File: config.mk
export PLATFORM = sky130hd
export DESIGN_NAME = wb_arbiter
export DESIGN_NICKNAME = d
export VERILOG_FILES = /design/src/rtl/wb_arbiter_pkg.sv /design/src/rtl/wb_fifo.sv /design/src/rtl/wb_arbiter.sv
export SDC_FILE = /design/constraint.sdc
export NUM_CORES = 1
export LEC_CHECK = 0
export BUFFER_PORTS_ARGS = -buffer_cell sky130_fd_sc_hd__buf_2
export CAP_MARGIN = 20
export CELL_PAD_IN_SITES_DETAIL_PLACEMENT = 0
export CELL_PAD_IN_SITES_GLOBAL_PLACEMENT = 2
export CORE_MARGIN = 1.5
export CORE_UTILIZATION = 32
export DETAILED_ROUTE_END_ITERATION = 8
export GPL_TIMING_DRIVEN = 0
export PLACE_DENSITY = 0.8
export SLEW_MARGIN = 10
export SYNTH_ARGS = -nofsm -noshare
export SYNTH_HDL_FRONTEND = slang
export SYNTH_SLANG_ARGS = --single-unit
File: constraint.sdc
create_clock -name clk -period 5.6 [get_ports clk]
set_input_delay 0.84 -clock clk [delete_from_list [all_inputs] [get_ports clk]]
set_output_delay 0.84 -clock clk [all_outputs]
set_load 0.05 [all_outputs]
File: src/rtl/wb_arbiter_pkg.sv
// wb_arbiter_pkg: shared register-file types and constants for the write-back
// arbiter slice. Widths and reset constants mirror the core-wide definitions
// (register address bus, register data bus, zero word, NOP register address).
package wb_arbiter_pkg;

   localparam int REG_ADDR_W = 5;
   localparam int REG_W      = 32;

   typedef logic [REG_ADDR_W-1:0] reg_addr_t;
   typedef logic [REG_W-1:0]      reg_t;

   localparam reg_addr_t NOP_REG_ADDR = '0;
   localparam reg_t      ZERO_WORD    = '0;
   localparam logic      ENABLE       = 1'b1;
   localparam logic      DISABLE      = 1'b0;

   // One pending register write: destination and data
   typedef struct packed {
      reg_addr_t wd;
      reg_t      wdata;
   } wb_entry_t;

   // Occupancy of the holding FIFO as seen by the stall logic
   typedef enum logic [1:0] {
      OCC_EMPTY    = 2'd0,
      OCC_HOLD     = 2'd1,
      OCC_NEARFULL = 2'd2
   } occ_state_t;

   // A write request is only real if it targets something other than x0
   function automatic logic is_live(input logic wreg, input reg_addr_t wd);
      return wreg && (wd != NOP_REG_ADDR);
   endfunction

endpackage

File: src/rtl/wb_fifo.sv
// wb_fifo: circular holding buffer for register writes that lost write-port
// arbitration. Strict arrival order, pointers wrap modulo DEPTH.
// With WB_FWD_EN defined, the entries are also exposed ordered oldest-first
// so the arbiter can search them for forwarding.
module wb_fifo
   import wb_arbiter_pkg::*;
#(
   parameter int DEPTH = 2
) (
   input  logic       clk,
   input  logic       rst,
   input  logic       push,
   input  logic       pop,
   input  wb_entry_t  push_entry,
   output wb_entry_t  head,
   output logic [3:0] cnt
`ifdef WB_FWD_EN
   ,
   output wb_entry_t  by_age [DEPTH]
`endif
);

   localparam int               PTR_W = (DEPTH > 1) ? $clog2(DEPTH) : 1;
   localparam logic [PTR_W-1:0] LAST  = PTR_W'(DEPTH - 1);

   wb_entry_t        mem [DEPTH];
   logic [PTR_W-1:0] wr_ptr;
   logic [PTR_W-1:0] rd_ptr;

   function automatic logic [PTR_W-1:0] ptr_inc(input logic [PTR_W-1:0] p);
      return (p == LAST) ? '0 : p + PTR_W'(1);
   endfunction

   // Entry storage: payload only, left unreset
   always_ff @(posedge clk) begin
      if (push) mem[wr_ptr] <= push_entry;
   end

   // Pointers and occupancy; simultaneous push and pop keeps cnt unchanged
   always_ff @(posedge clk) begin
      if (rst) begin
         wr_ptr <= '0;
         rd_ptr <= '0;
         cnt    <= '0;
      end else begin
         if (push) wr_ptr <= ptr_inc(wr_ptr);
         if (pop)  rd_ptr <= ptr_inc(rd_ptr);
         if (push && !pop)      cnt <= cnt + 4'd1;
         else if (pop && !push) cnt <= cnt - 4'd1;
      end
   end

   assign head = mem[rd_ptr];

`ifdef WB_FWD_EN
   // Age-ordered view: index 0 is the head (oldest)
   always_comb begin
      for (int i = 0; i < DEPTH; i++) begin
         by_age[i] = mem[PTR_W'((int'(rd_ptr) + i) % DEPTH)];
      end
   end
`endif

endmodule

File: src/rtl/wb_arbiter.sv
// wb_arbiter: single register-file write-port arbiter between the MEM stage
// and the load-return path. Priority: load return, FIFO head, MEM. A losing
// MEM write is parked in wb_fifo and written back in a later load-free cycle.
// Upstream is stalled while the FIFO holds DEPTH-1 or more entries.
// Optional feature macro WB_FWD_EN adds a combinational forwarding lookup
// (fwd_raddr / fwd_hit / fwd_data) over the FIFO and the wb_* register.
module wb_arbiter
   import wb_arbiter_pkg::*;
#(
   parameter int DEPTH = 2
) (
   input  logic       clk,
   input  logic       rst,
   input  logic       mem_wreg,
   input  reg_addr_t  mem_wd,
   input  reg_t       mem_wdata,
   input  logic       l_wreg,
   input  reg_addr_t  l_wd,
   input  reg_t       l_wdata,
   output logic       wb_wreg,
   output reg_addr_t  wb_wd,
   output reg_t       wb_wdata,
   output logic       stall_req,
   output logic [3:0] fifo_cnt,
   output logic       overflow
`ifdef WB_FWD_EN
   ,
   input  reg_addr_t  fwd_raddr,
   output logic       fwd_hit,
   output reg_t       fwd_data
`endif
);

   localparam logic [3:0] NEAR_CNT = 4'(DEPTH - 1);

   occ_state_t occ_state;
   wb_entry_t  head;
   wb_entry_t  mem_entry;
   wb_entry_t  win_p0;
   logic       vld_p0;
   logic       l_live;
   logic       m_live;
   logic       fifo_busy;
   logic       push;
   logic       pop;
   logic [3:0] cnt_next;

`ifdef WB_FWD_EN
   wb_entry_t  by_age [DEPTH];
`endif

   assign l_live    = is_live(l_wreg, l_wd);
   assign m_live    = is_live(mem_wreg, mem_wd);
   assign fifo_busy = (fifo_cnt != 4'd0);
   assign mem_entry = '{wd: mem_wd, wdata: mem_wdata};
   assign stall_req = (occ_state == OCC_NEARFULL);

   // Arbitration: pick the winner, decide pop of the head and push of a losing MEM
   always_comb begin
      vld_p0 = DISABLE;
      win_p0 = '{wd: NOP_REG_ADDR, wdata: ZERO_WORD};
      pop    = 1'b0;
      push   = 1'b0;
      if (l_live) begin
         vld_p0 = ENABLE;
         win_p0 = '{wd: l_wd, wdata: l_wdata};
      end else if (fifo_busy) begin
         vld_p0 = ENABLE;
         win_p0 = head;
         pop    = 1'b1;
      end else if (m_live) begin
         vld_p0 = ENABLE;
         win_p0 = mem_entry;
      end
      // A MEM loser is parked unless upstream ignored the stall, then it is dropped
      if (m_live && (l_live || fifo_busy) && !stall_req) push = 1'b1;
   end

   wb_fifo #(.DEPTH(DEPTH)) u_fifo (
      .clk        (clk),
      .rst        (rst),
      .push       (push),
      .pop        (pop),
      .push_entry (mem_entry),
      .head       (head),
      .cnt        (fifo_cnt)
`ifdef WB_FWD_EN
      ,
      .by_age     (by_age)
`endif
   );

   assign cnt_next = fifo_cnt + {3'd0, push} - {3'd0, pop};

   // Occupancy FSM tracking the count after this cycle's push/pop
   always_ff @(posedge clk) begin
      if (rst) begin
         occ_state <= OCC_EMPTY;
      end else if (cnt_next == 4'd0) begin
         occ_state <= OCC_EMPTY;
      end else if (cnt_next >= NEAR_CNT) begin
         occ_state <= OCC_NEARFULL;
      end else begin
         occ_state <= OCC_HOLD;
      end
   end

   // ---- stage boundary: arbitration result -> regfile write port ----
   // Write-port register; address/data hold when nothing wins
   always_ff @(posedge clk) begin
      if (rst) begin
         wb_wreg  <= DISABLE;
         wb_wd    <= NOP_REG_ADDR;
         wb_wdata <= ZERO_WORD;
      end else begin
         wb_wreg <= vld_p0;
         if (vld_p0) begin
            wb_wd    <= win_p0.wd;
            wb_wdata <= win_p0.wdata;
         end
      end
   end

   // Sticky protocol-violation flag: MEM presented a write during stall
   always_ff @(posedge clk) begin
      if (rst)                        overflow <= 1'b0;
      else if (mem_wreg && stall_req) overflow <= 1'b1;
   end

`ifdef WB_FWD_EN
   // Forwarding lookup: wb register first, then FIFO oldest to youngest so the newest match wins
   always_comb begin
      fwd_hit  = 1'b0;
      fwd_data = ZERO_WORD;
      if (wb_wreg && (wb_wd == fwd_raddr)) begin
         fwd_hit  = 1'b1;
         fwd_data = wb_wdata;
      end
      for (int i = 0; i < DEPTH; i++) begin
         if ((4'(i) < fifo_cnt) && (by_age[i].wd == fwd_raddr)) begin
            fwd_hit  = 1'b1;
            fwd_data = by_age[i].wdata;
         end
      end
      if (fwd_raddr == NOP_REG_ADDR) begin
         fwd_hit  = 1'b0;
         fwd_data = ZERO_WORD;
      end
   end
`endif

endmodule

# Word-level counts from Yosys, hierarchy flattened
# Memory sizes are Yosys's and may differ from the RTL's. A register that Yosys moved wholly into a read port is not among the register bits.
# Index checks and enable logic that the tools add are counted.
[totals]
ff_bits = 47
latch_bits = 0
mem_bits_rw = 74
rom_bits = 0
input_bits = 78
word_cells = 52
n_memories = 1
[memory_table]
columns = ["memory", "depth", "width", "rd", "rd_ports_with_merged_regs", "write_ports", "line_no", "rtl"]
rows = [
  ["u_fifo.mem", 2, 37, 1, 1, 1, "wb_fifo.sv:26", "wb_entry_t mem [DEPTH];"],
]
[op_classes]
addsub = 6
n_mul = 0
n_div = 0
order_cmp = 1
n_eq_ne = 1
shift = 0
n_mux = 18
bitwise_logic = 0
n_reduce_logical = 17
[op_table]
columns = ["cell", "count"]
rows = [
  ["$mux W37", 3],
  ["$mux W1", 12],
  ["$reduce_bool A5 Y1", 2],
  ["$mux W4", 2],
  ["$logic_and A1 B1 Y1", 7],
  ["$add A4 B1 Y4", 1],
  ["$add A4 B1 Y4 const B", 1],
  ["$ge A4 B1 Y1 const B", 1],
  ["$logic_not A4 Y1", 1],
  ["$reduce_bool A4 Y1", 1],
  ["$sub A4 B1 Y4", 1],
  ["$sub A4 B1 Y4 const B", 1],
  ["$logic_not A1 Y1", 3],
  ["$add A1 B1 Y1 const B", 2],
  ["$eq A2 B2 Y1 const B", 1],
  ["$mux W2", 1],
  ["$reduce_bool A2 Y1", 1],
  ["$reduce_or A2 Y1", 1],
  ["$logic_or A1 B1 Y1", 1],
]

# Logic depth before layout (Yosys ltp)
[depth]
word_depth = 10
depth_mapped = 15
depth_no_buf = 13

# By module
# From an unflattened synthesis, not the netlist that was laid out.
[hier_totals]
hier_cells = 439
area_unflattened_um2 = 5430.2
[by_module_without_submodules]
columns = ["mod", "instances", "cells_each", "area_per_inst_um2"]
rows = [
  ["wb_fifo", 1, 153, 3030.4],
  ["wb_arbiter", 1, 286, 2399.8],
]

# Least setup slack after synthesis
# OpenSTA, ideal clock, no wires.
[synth_path]
kind = "reg2reg"
from = "register u_fifo.cnt[2]"
to = "memory u_fifo.mem[0][0] (netlist name) (enable)"
setup_ps = 524
arrival_time_ps = 5065
required_ps = 5076
slack_ps = 11
stages_incl_launch_ff = 6
path_buffers = 0
cell_sequence = "dfxtp_1 > inv_1 > ha_1 > nor4b_1 > a21o_1 > nor4_1"
[synth_between]
elab_chain_cells = 7
[synth_lines]
columns = ["item", "line_no", "rtl"]
rows = [
  ["start: declaration", "wb_fifo.sv:16", "output logic [3:0] cnt"],
  ["start signal: assignment", "wb_fifo.sv:48", "if (push && !pop) cnt <= cnt + 4'd1;"],
  ["start signal: assignment", "wb_fifo.sv:49", "else if (pop && !push) cnt <= cnt - 4'd1;"],
  ["$reduce_bool A4 Y1", "wb_arbiter.sv:54", "assign fifo_busy = (fifo_cnt != 4'd0);"],
  ["$logic_or A1 B1 Y1", "wb_arbiter.sv:76", "if (m_live && (l_live || fifo_busy) && !stall_req) push = 1'b1;"],
  ["$logic_and A1 B1 Y1 (2 in a row)", "wb_arbiter.sv:76", ""],
  ["$mux W1", "wb_arbiter.sv:76", ""],
  ["$mux W1", "wb_fifo.sv:36", "if (push) mem[wr_ptr] <= push_entry;"],
  ["$mux W1 (not written as such)", "wb_fifo.sv:36", ""],
  ["end: declaration", "wb_fifo.sv:26", ""],
]
# Every way passes these cells.

# Worst setup path after layout
[layout_path]
from = "input l_wd[0]"
to = "register u_fifo.cnt[3]"
[layout_between]
elab_chain_cells = 9
word_cells_on_any_way = 13
classes_between = "mux (3); reduce/logical (10)"
[layout_lines]
columns = ["item", "line_no", "rtl"]
rows = [
  ["start: declaration", "wb_arbiter.sv:18", "input reg_addr_t l_wd,"],
  ["$reduce_bool A5 Y1 *", "wb_arbiter_pkg.sv:32", "return wreg && (wd != NOP_REG_ADDR);"],
  ["$logic_and A1 B1 Y1 *", "wb_arbiter_pkg.sv:32", ""],
  ["$logic_or A1 B1 Y1", "wb_arbiter.sv:76", ""],
  ["$logic_and A1 B1 Y1 (2 in a row)", "wb_arbiter.sv:76", ""],
  ["$mux W1", "wb_arbiter.sv:76", ""],
  ["$logic_not A1 Y1", "wb_fifo.sv:49", ""],
  ["$logic_and A1 B1 Y1", "wb_fifo.sv:49", ""],
  ["$reduce_bool A2 Y1 (no source line)", "-", ""],
]
# Mark *: on every way between the ends. The rest lies on a longest branch, timed or not.
# A chain may end at the register's enable or synchronous reset.

==> out/metrics.cfg <==
[clock_network]
cts.sinks=122
insertion_delay_ns=0.42
root_buffer=clkbuf_16
post_cts.repair.setup_buffers=0
cts_tree=built
clk_pin_slew_ns=0.05
holdBufCountCts=0
clockBufferDepth=2
cts_resized=0
htree_levels=4
cts_buffers=17

[final_layout]
final_cell_mix=buf_2 (132), edfxtp_1 (74), nand2_1 (72)
fin_nets=685
drive_gt1_share_pct=31.0
final_common_cell=buf_2
area_growth_pct=28.8
fin_util_pct=41.9
fillers=1637
final_area_um2=6900

[floorplan]
die_x_um=132
rows=47
die_area_um2=17500
pin_count=122
start_util_pct=32.5
die_h_um=132
core-area_um2=16500

[timing]
slew_viol_final=0
setup_slack_ns=2.19
post-route-period-util_pct=61.0
setup_viol=0
fmax_mhz=293
grt_setup_unrepaired=false
max_slew_margin_pct=46.1
tns_ns=0
final.min_clock_period_ns=3.41
tightest_slew_ns=0.808
clock_skew_ns=0.00899
hold_viol=0

[global_routing]
antenna_found_initial=0
grt_pass1_wl_um=23500
groute.usage.overall_pct=17.8
grt_pass1_vias=4161
overflow=0
grt_start_max_net_pins=28

[drt]
drt_wl_total_um=15200
num_vias=4135
drt-wirelength-per-cell_um=18.3
ant_nets=0
vias_per_cell=4.98
firstDrtPassIters=6
drc=0
drtIter0Drc=225

[placed_design]
io_buffers=120
gp_congestion=0.759
place_ws_ns=1.75
place_area_um2=6300
hpwl_um=10900

[critical_path]
cp.depth=12
slowest_delay_ns=0.57
r2r_cells=12
cp-end-kind=flip-flop
crit_top_cell=ha_1
path_delay_family=compound AO/OA/AOI/OAI gates
crit-reg2reg-launch=u_fifo.cnt[2]
path_class=in -> reg
crit_path_start=l_wd[0]
path_cells=buf_2, or4_4, o21ai_4, buf_6, nand2_1, ha_1, inv_1, ha_1, a21o_1, a21oi_1, mux2i_1, mux2_2
crit_fanout=10
startpoint_type=input port
cp.arrival_ns=3.72
path_buf_inv=3
required_ns=5.90
cpMaxStageDelayCell=or4_4

[power_and_ir_drop]
power.density_nw_per_um2=562
vdd_drop_max_mv=0.304
power_leakage_nw=2.66

[synth]
ys_warn_count=0
synth_area_um2=5360
seq_area_frac_synth_pct=59.4
synthCells=451
synth-edff-count=74
ys.flop_type=edfxtp_1
synthArstFlopShare_pct=0
avgSynthCellArea_um2=11.9
post_synth_num_cell_types=42
ys_seq_elements=122
syn_nets=539

[hold_path]
worst_hold_startpoint=overflow
hold_class=reg -> reg
hold_path_depth=2

[job]
drv_cap=0

[outcome]
outcome=finished, final reports clean

kinds of logic after synthesis:
group / Yosys count / synth area share [%]
other: 1 / 0.0700
XOR/XNOR: 4 / 0.654
AO/OA/AOI/OAI: 92 / 13.8
adder cells (fa/ha/maj): 10 / 2.62
buffers and inverters: 46 / 4.32
flip-flops: 122 / 59.4
multiplexers: 41 / 7.71
AND/OR/NAND/NOR: 135 / 11.4
tightest hold or removal path, cell delays in order, from the launching register on:
cell,delay (ns)
dfxtp_1,0.32
a21oi_1,0.04
nor2_1,0.07
cells in the mapped netlist, drive strengths merged (3+ instances only):
cell type	count	area, um^2
mux2i	39	390
clkbuf	19	71.3
ha	8	100
nor3	39	195
a21oi	9	48.8
a311oi	35	319
nand2	73	277
nor2	9	33.8
o211ai	34	255
o21ai	3	30.0
edfxtp	74	2220
buf	18	126
inv	9	33.8
a21o	3	22.5
dfxtp	48	961
metal layers:
layer  track usage [%]  vias up  wire length [um]
met5                 0        -                 0
met1              22.6     1975              6780
met4              6.84        0               280
met3              4.69       15               873
li1                  -     2016                 -
met2              29.2      129              7270
per-stage QoR:
stage	instances	hold WS, ns	power [mW]
2_1_floorplan	451	0.480	2.37
3_3_place_gp	791	0.452	2.77
3_5_place_dp	798	0.455	2.81
4_1_cts	830	0.470	3.91
5_1_grt	830	0.491	4.09
6_report	831	0.463	3.88
layout make-up:
cell class                 instances  area (um^2)  area share, %
clock buffer                      19          453           6.56
antenna                            1         2.50         0.0363
multi-input combinational        283         1950           28.3
clock inverter                    13          143           2.07
timing repair buffer             127          663           9.61
inverter                           9         33.8          0.490
tap                              220          275           3.99
sequential                       122         3180           46.1
buffer                            37          198           2.86
power by group:
| group | internal, mW | total, mW | switching, mW |
|---|---|---|---|
| combinational | 0.505 | 1.55 | 1.05 |
| clock | 0.680 | 1.09 | 0.412 |
| sequential | 1.15 | 1.23 | 0.0809 |
| total | 2.34 | 3.88 | 1.54 |
state kept, by name, indices dropped and copies added, names as in the netlist, named ones only:
signal and cells:
occ_state 2, u_fifo.rd_ptr 1, u_fifo.cnt 4, wb_wd 5, overflow 1, u_fifo.wr_ptr 1, wb_wreg 1, wb_wdata 32
u_fifo.mem 74
path summary, 6_finish.rpt:
check	slack, ns	endpoint
worst min-delay path	0.46	overflow
worst max-delay path	2.19	u_fifo.cnt[3]
worst max register to register	2.32	u_fifo.cnt[3]
worst min register to register	0.46	overflow
No activity file was read; power rests on OpenSTA's default activity.
